--- src/rtl/overflow_interval_ctrl.sv ---
// Write-side controller for the overflow-interval circular buffer.
// Define OVF_CTRL_STATS_EN to add write/merge/drop statistics counters.
module overflow_interval_ctrl #(
  parameter int unsigned TIMEOUT  = 16,
  parameter int unsigned BUF_SIZE = 32
) (
  input  logic        clk_i,
  input  logic        rst_ni,
  input  logic        req0_valid_i,
  output logic        req0_ready_o,
  input  logic [31:0] req0_first_i,
  input  logic [31:0] req0_last_i,
  input  logic        req1_valid_i,
  output logic        req1_ready_o,
  input  logic [31:0] req1_first_i,
  input  logic [31:0] req1_last_i,
  input  logic        flush_i,
  output logic        flush_done_o,
  output logic        buf_wr_o,
  output logic [31:0] buf_first_o,
  output logic [31:0] buf_last_o,
  output logic [5:0]  occupancy_o,
  output logic        pending_o
`ifdef OVF_CTRL_STATS_EN
  ,
  output logic [31:0] stat_writes_o,
  output logic [31:0] stat_merges_o,
  output logic [31:0] stat_drops_o
`endif
);

  typedef enum logic [1:0] {
    S_IDLE,
    S_HOLD,
    S_FLUSH
  } state_e;

  typedef struct packed {
    logic [31:0] first;
    logic [31:0] last;
  } ivl_t;

  localparam logic [31:0] TMAX    = 32'(TIMEOUT - 1);
  localparam logic [5:0]  OCC_MAX = 6'(BUF_SIZE);

  state_e      state_q, state_d;
  ivl_t        pend_q, pend_d;
  ivl_t        wrv_q, wrv_d;
  ivl_t        in_ivl, merged;
  logic [31:0] timer_q, timer_d;
  logic        rr_q, rr_d;
  logic        wr_q, wr_d;
  logic        done_q, done_d;
  logic [5:0]  occ_q;
  logic        open, gnt0, gnt1;
  logic        acc, bad, mergeable;
  logic [32:0] pend_last1, in_last1;

  // rr_q=0 favours req0 when both ports are valid
  assign open = !flush_i && (state_q != S_FLUSH);
  assign gnt0 = req0_valid_i && (!req1_valid_i || !rr_q);
  assign gnt1 = req1_valid_i && (!req0_valid_i || rr_q);

  assign req0_ready_o = open && gnt0;
  assign req1_ready_o = open && gnt1;
  assign acc = req0_ready_o || req1_ready_o;

  assign in_ivl = req1_ready_o ? {req1_first_i, req1_last_i}
                               : {req0_first_i, req0_last_i};
  assign bad = in_ivl.first > in_ivl.last;

  // 33-bit so that last=0xFFFFFFFF does not wrap to 0
  assign pend_last1 = {1'b0, pend_q.last} + 33'd1;
  assign in_last1   = {1'b0, in_ivl.last} + 33'd1;
  assign mergeable  = ({1'b0, in_ivl.first} <= pend_last1) &&
                      (in_last1 >= {1'b0, pend_q.first});

  assign merged.first = (in_ivl.first < pend_q.first) ?
                        in_ivl.first : pend_q.first;
  assign merged.last  = (in_ivl.last > pend_q.last) ?
                        in_ivl.last : pend_q.last;

  always_comb begin
    state_d = state_q;
    pend_d  = pend_q;
    timer_d = timer_q;
    rr_d    = rr_q;
    wr_d    = 1'b0;
    wrv_d   = wrv_q;
    done_d  = 1'b0;
    if (acc) rr_d = gnt0;
    unique case (state_q)
      S_IDLE: begin
        if (flush_i) begin
          state_d = S_FLUSH;
        end else if (acc && !bad) begin
          pend_d  = in_ivl;
          timer_d = '0;
          state_d = S_HOLD;
        end
      end
      S_HOLD: begin
        if (flush_i) begin
          wr_d    = 1'b1;
          wrv_d   = pend_q;
          timer_d = '0;
          state_d = S_FLUSH;
        end else if (acc) begin
          if (!bad) begin
            timer_d = '0;
            if (mergeable) begin
              pend_d = merged;
            end else begin
              wr_d   = 1'b1;
              wrv_d  = pend_q;
              pend_d = in_ivl;
            end
          end
        end else if (TIMEOUT != 0 && timer_q == TMAX) begin
          wr_d    = 1'b1;
          wrv_d   = pend_q;
          timer_d = '0;
          state_d = S_IDLE;
        end else if (TIMEOUT != 0) begin
          timer_d = timer_q + 32'd1;
        end
      end
      S_FLUSH: begin
        done_d  = 1'b1;
        state_d = S_IDLE;
      end
      default: state_d = S_IDLE;
    endcase
  end

  always_ff @(posedge clk_i or negedge rst_ni) begin
    if (!rst_ni) begin
      state_q <= S_IDLE;
      pend_q  <= '0;
      wrv_q   <= '0;
      timer_q <= '0;
      rr_q    <= 1'b0;
      wr_q    <= 1'b0;
      done_q  <= 1'b0;
      occ_q   <= '0;
    end else begin
      state_q <= state_d;
      pend_q  <= pend_d;
      wrv_q   <= wrv_d;
      timer_q <= timer_d;
      rr_q    <= rr_d;
      wr_q    <= wr_d;
      done_q  <= done_d;
      if (wr_d && occ_q != OCC_MAX) occ_q <= occ_q + 6'd1;
    end
  end

  assign buf_wr_o     = wr_q;
  assign buf_first_o  = wrv_q.first;
  assign buf_last_o   = wrv_q.last;
  assign flush_done_o = done_q;
  assign occupancy_o  = occ_q;
  assign pending_o    = state_q == S_HOLD;

`ifdef OVF_CTRL_STATS_EN
  logic [31:0] swr_q, smg_q, sdr_q;
  logic        merge_ev, drop_ev;

  assign drop_ev  = acc && bad;
  assign merge_ev = acc && !bad && state_q == S_HOLD && mergeable;

  always_ff @(posedge clk_i or negedge rst_ni) begin
    if (!rst_ni) begin
      swr_q <= '0;
      smg_q <= '0;
      sdr_q <= '0;
    end else begin
      if (wr_d)     swr_q <= swr_q + 32'd1;
      if (merge_ev) smg_q <= smg_q + 32'd1;
      if (drop_ev)  sdr_q <= sdr_q + 32'd1;
    end
  end

  assign stat_writes_o = swr_q;
  assign stat_merges_o = smg_q;
  assign stat_drops_o  = sdr_q;
`endif

endmodule

--- config.mk ---
export PLATFORM = sky130hd
export DESIGN_NAME = overflow_interval_ctrl
export DESIGN_NICKNAME = d
export VERILOG_FILES = /design/src/rtl/overflow_interval_ctrl.sv
export SDC_FILE = /design/constraint.sdc
export NUM_CORES = 1
export LEC_CHECK = 0
export ABC_AREA = 1
export ABC_CLOCK_PERIOD_IN_PS = 6900
export BUFFER_PORTS_ARGS = -buffer_cell sky130_fd_sc_hd__buf_2
export CELL_PAD_IN_SITES_DETAIL_PLACEMENT = 0
export CELL_PAD_IN_SITES_GLOBAL_PLACEMENT = 2
export CORE_MARGIN = 2
export CORE_UTILIZATION = 35
export DETAILED_ROUTE_END_ITERATION = 8
export GPL_TIMING_DRIVEN = 0
export MAX_ROUTING_LAYER = met4
export PLACE_DENSITY = 0.92
export SYNTH_ARGS = -nofsm -noshare
export SYNTH_HDL_FRONTEND = slang
export SYNTH_SLANG_ARGS = --single-unit
--- constraint.sdc ---
create_clock -name clk_i -period 6.9 [get_ports clk_i]
set_input_delay 1.38 -clock clk_i [delete_from_list [all_inputs] [get_ports clk_i]]
set_output_delay 1.38 -clock clk_i [all_outputs]
set_load 0.01 [all_outputs]
After elaboration in Yosys (flattened, before gate mapping)
Cells that the tools add are included.
Word-level totals
  logic and storage cells: 96
  output and inout bits: 75
  input port bits: 133
  register bits after elaboration: 171
Operators by class
  reductions and logical operators: 24
  $add $sub $neg: 4
  equality and inequality tests: 18
  multiplexer cells: 35
  $lt $le $gt $ge: 5
Operators with widths (count)
  64-bit 2-to-1 mux: 12
  32-bit 2-to-1 mux: 8
  64-bit one-hot mux with 2 select lines: 1
  32-bit by 1-bit adder with 33-bit output (second input constant): 2
  32-bit > comparator: 2
  32-bit one-hot mux with 2 select lines: 1
  33-bit by 32-bit greater-or-equal comparator with 1-bit output: 1
  32-bit by 33-bit <= comparator with 1-bit output: 1
  32-bit by 1-bit adder with 32-bit output (second input constant): 1
  32-bit by 4-bit == test with 1-bit output (second input constant): 1
  32-bit < comparator: 1
  7-bit AND reduction: 2
  3-bit != test (second input constant): 4
  2-bit 2-to-1 mux: 5
  2-bit != test (second input constant): 5
  3-bit by 2-bit != test with 1-bit output (second input constant): 3
  1-bit logical AND: 8
  4-bit AND reduction: 2
  1-bit 2-to-1 mux: 7
  6-bit by 1-bit adder with 6-bit output (second input constant): 1
  6-bit != test (second input constant): 1
  1-bit zero test: 5
  4-bit != test (second input constant): 1
  2-bit one-hot mux with 2 select lines: 1
  other kinds (8): 10

Longest topological paths before layout
  depth in word-level cells: 14
  depth in mapped cells: 42

Worst setup path after synthesis
Ideal clock, no wire load.
  kind: input port to flip-flop
  start: input req1_valid_i
  end: register wrv_q, in the netlist buf_last_o[9]
  setup slack: 1.442 ns
  required time: 6.773 ns
  stages: 36
  setup time: 0.127 ns
  arrival time: 5.330 ns
  cell sequence: inv_1 a21oi_2 nand2_4 buf_6 buf_6 buf_2 nand2_1 o21ai_0 inv_1 ha_1 nand2_1 nor2_2 nand3_1 nor2_1 nand3_1 nor3_1 xor2_1 inv_1 ha_1 a21oi_1 o21ai_0 a21oi_1 nand2_1 nand2_1 nand2_1 nand2_1 nand2_1 nand2_1 nand2_2 nand3_4 nand2_1 buf_4 buf_6 buf_6 nand2_1 o21ai_0
RTL lines
  start: declaration: RTL line 13  | input logic req1_valid_i,
  end signal: assignment: RTL line 149  | wrv_q <= wrv_d;
  end: declaration: RTL line 48  | ivl_t wrv_q, wrv_d;

==> run summary <==
=================================================================================================
Final setup viols                                                                               0
Clock-pin slew on the worst setup and hold paths                                          0.07 ns
Critical Path RT                                                                          7.28 ns
Half-perimeter wire length of the detailed placement result                              41600 µm
Initial drt markers                                                                           810
Count of flip-flops with a built-in enable after synthesis                                      0
Average wire per standard cell                                                            18.2 µm
Number of nets in the synthesized netlist                                                    2293
Setup repair after global routing missed its margin                                         false
Synthesis-to-finish area growth                                                             16.9%
Layout Nets                                                                                  2521
Leakage                                                                                   8.60 nW
Critical Path Most Common Cell                                                            nand2_1
Largest fanout on the critical path                                                            10
Final-layout fill cell count                                                                 4260
Fraction of layout instances using a drive strength above 1                                 0.135
Worst-skew pair later-pin latency                                                         0.46 ns
DP Worst Slack                                                                          -0.739 ns
Fin. max-slew vios                                                                              0
Number of warnings reported in the yosys synthesis log                                          0
Setup clock skew after layout                                                           0.0133 ns
Placer Congestion                                                                           0.946
Crit end category                                                                       flip-flop
Via count of the routed design                                                              13.8k
CTS tree                                                                                      yes
Total power density per cell area                                                      307 nW/µm²
Worst rel slew slack                                                                        0.451
Most frequently used flop master after synthesis                                          dfrtp_1
Wire length of the first global-routing pass                                             77500 µm
Number of buffers added on ports                                                              207
Transition at the pin with the smallest max-transition slack                             0.818 ns
Highest achievable clock rate                                                             155 MHz
Pin count of the biggest net entering global routing                                          104
Cell area after synthesis                                                               13900 µm²
Number of distinct library cell variants in the gate-level netlist after synthesis             39
CP Class                                                                                   in2reg
Setup crit start kind                                                                  input port
Portion of the clock cycle consumed by the worst path in the final layout                   0.936
Average cell area after synthesis                                                        6.97 µm²
Number of vias per cell after detailed routing                                               4.98
Detailed-route DRC error count                                                                  0
Sequential-to-total area share from yosys stat                                              0.308
Antenna violations before repair                                                                0
Run status                                                                              completed
Cell with the biggest individual delay on the critical path                                nor4_1
Floorplan core area                                                                     39500 µm²
Final Critical Period                                                                     6.46 ns
DRT Pass-1 Iters                                                                                5
Cell family with most CP delay                                                       simple AND/OR/NAND/NOR gates
Number of I/O pins                                                                            208
Worst VDD drop                                                                           0.195 mV
Core occupancy in the finished layout                                                       0.412
Die Footprint                                                                           41400 µm²
# clock sinks                                                                                 171
Y dimension of the die                                                                     203 µm
Syn Inst Count                                                                               1996
Overall die width                                                                          203 µm
Ys async rst share                                                                           1.00
Number of antenna-violating nets in the routed design                                           0
Total Neg Setup Slack                                                                        0 ns
Total detailed-routing wirelength                                                        50300 µm
Remaining global-route overflow                                                                 0
Number of max-cap violations                                                                    0
Effective utilization at floorplan                                                          0.353
Final hold violation count                                                                      0
Vias in the first global route                                                              13.6k
Number of buffers created by CTS                                                               17
Stage delay of the slowest cell on the critical path                                      0.36 ns
Seq cells post-synth                                                                          171
Hold/Removal Path Class                                                                   reg2reg
Worst path arrival time                                                                   6.84 ns
Clock root buffer master                                                                clkbuf_16
Crit path buffers/inverters                                                                    10
Worst Slack Setup Final                                                                  0.441 ns
Count of H-tree levels built during CTS                                                         4
Post-Layout Inst Area                                                                   16300 µm²
Maximum number of buffers from clock root to sink                                               2
Number of diodes added for antenna fixing                                                       0
Overall routing resource usage                                                              0.255
# rows                                                                                         73
Placed inst area                                                                        15600 µm²
=================================================================================================
## layout make-up
cell class              count  area, µm²  share of cell area
multi-input cells        1518       8410               0.517
well taps                 525        657              0.0404
clock inverters            12        138             0.00846
plain buffers              61        318              0.0195
clock buffers              20        457              0.0281
inverters                 246        923              0.0568
repair buffers            209       1080              0.0665
flip-flops and latches    171       4280               0.263
## report_power, final
group / switching (W) / internal, W / leakage (nW)
Sequential: 0.000254 / 0.00138 / 2.22
Clock: 0.000443 / 0.000556 / 0.287
Combinational: 0.00151 / 0.000857 / 6.09
Total: 0.00221 / 0.00279 / 8.60
## routing by layer
metal,up-vias,wire length [µm],global-route usage
met5,-,0,-
met4,0,1440,0.0868
met3,74,2630,0.0385
met2,355,23400,0.415
met1,6384,22900,0.324
li1,6953,-,-
## placed cells by master, fill, tap and decap left out, types with 3 or more instances in the layout
cell       Yosys  layout
a211oi_1       6       6
a21oi_1       73      73
buf_1         10       9
buf_2         19     225
buf_4          2       3
buf_6          7       7
clkbuf_1      23      21
clkbuf_16      0      17
clkbuf_2       0       4
clkinv_4       0       3
dfrtp_1      171     171
ha_1         164     164
inv_1        244     244
inv_6          0       3
nand2_1      648     646
nand2_2        1       3
nand3_1      128     128
nand4_1       49      49
nor2_1       139     138
nor2_2         3       4
nor3_1        59      59
nor4_1        20      20
o211ai_1       5       5
o21a_1         5       5
o21ai_0       76      76
o21ai_1       32      32
o21ai_2       11      11
o221ai_1       5       5
o22ai_1        4       4
xnor2_1        7       7
xor2_1        69      69
## sequential cells by signal, summed over array words and instances (netlist names)
signal,count
buf_first_o,32
buf_last_o,32
buf_wr_o,1
flush_done_o,1
occupancy_o,6
pend_q,64
rr_q,1
state_q,2
timer_q,32
## worst min-delay path: cells and delay by family (launching register included)
kind / cells / cell delay, ns
simple gates: 2 / 0.09
flops: 1 / 0.34
## Yosys cell counts, drive strengths merged, types with 20 or more instances
master,count,area [µm²]
o21ai,121,669
nor2,144,563
nor4,20,125
nand3,129,658
nand4,49,307
nand2,650,2450
inv,246,923
a21oi,74,374
nor3,59,295
ha,164,2050
dfrtp,171,4280
clkbuf,23,86.3
xor2,69,604
buf,38,226
## stage by stage
step | hold slack (ns) | std cells | power (W)
after floorplan | 0.442 | 1996 | 0.00312
after global placement | 0.453 | 2728 | 0.00394
after detailed placement | 0.458 | 2729 | 0.00401
after CTS | 0.474 | 2761 | 0.00503
after global routing | 0.486 | 2762 | 0.00545
final | 0.469 | 2762 | 0.00500
## logic make-up (layout without fill, tap and decap cells)
logic type,Yosys count,after routing,share of synthesized area
and+or+nand+nor,1056,1056,0.319
adders and majority gates,164,164,0.147
AOI/OAI and AO/OA,222,222,0.0896
buffers and inverters,307,548,0.0888
DFF,171,171,0.308
xor gates and xnor gates,76,76,0.0478
## worst paths after layout
path,from,end,slack (ns),cells past startpoint
worst max-delay path,flush_i,buf_first_o[31]$_DFFE_PN0P_,0.44,33
worst min-delay path,pend_q[34]$_DFFE_PN0P_,pend_q[34]$_DFFE_PN0P_,0.47,2
worst max register to register,state_q[0]$_DFFE_PN0P_,buf_first_o[31]$_DFFE_PN0P_,0.97,32
worst min register to register,pend_q[34]$_DFFE_PN0P_,pend_q[34]$_DFFE_PN0P_,0.47,2
max in group asynchronous,rst_ni,pend_q[18]$_DFFE_PN0P_,5.08,2
min in group asynchronous,rst_ni,buf_first_o[1]$_DFFE_PN0P_,0.86,1
## what timing repair did
action | CTS | global route
gates resized for setup | 2 | 7
setup buffers | 0 | 1
pin swaps | 0 | 1
endpoints found under the setup margin | 55 | 59
hold buffers | 0 | 0
Note: power is estimated with default switching activity, not from simulation.
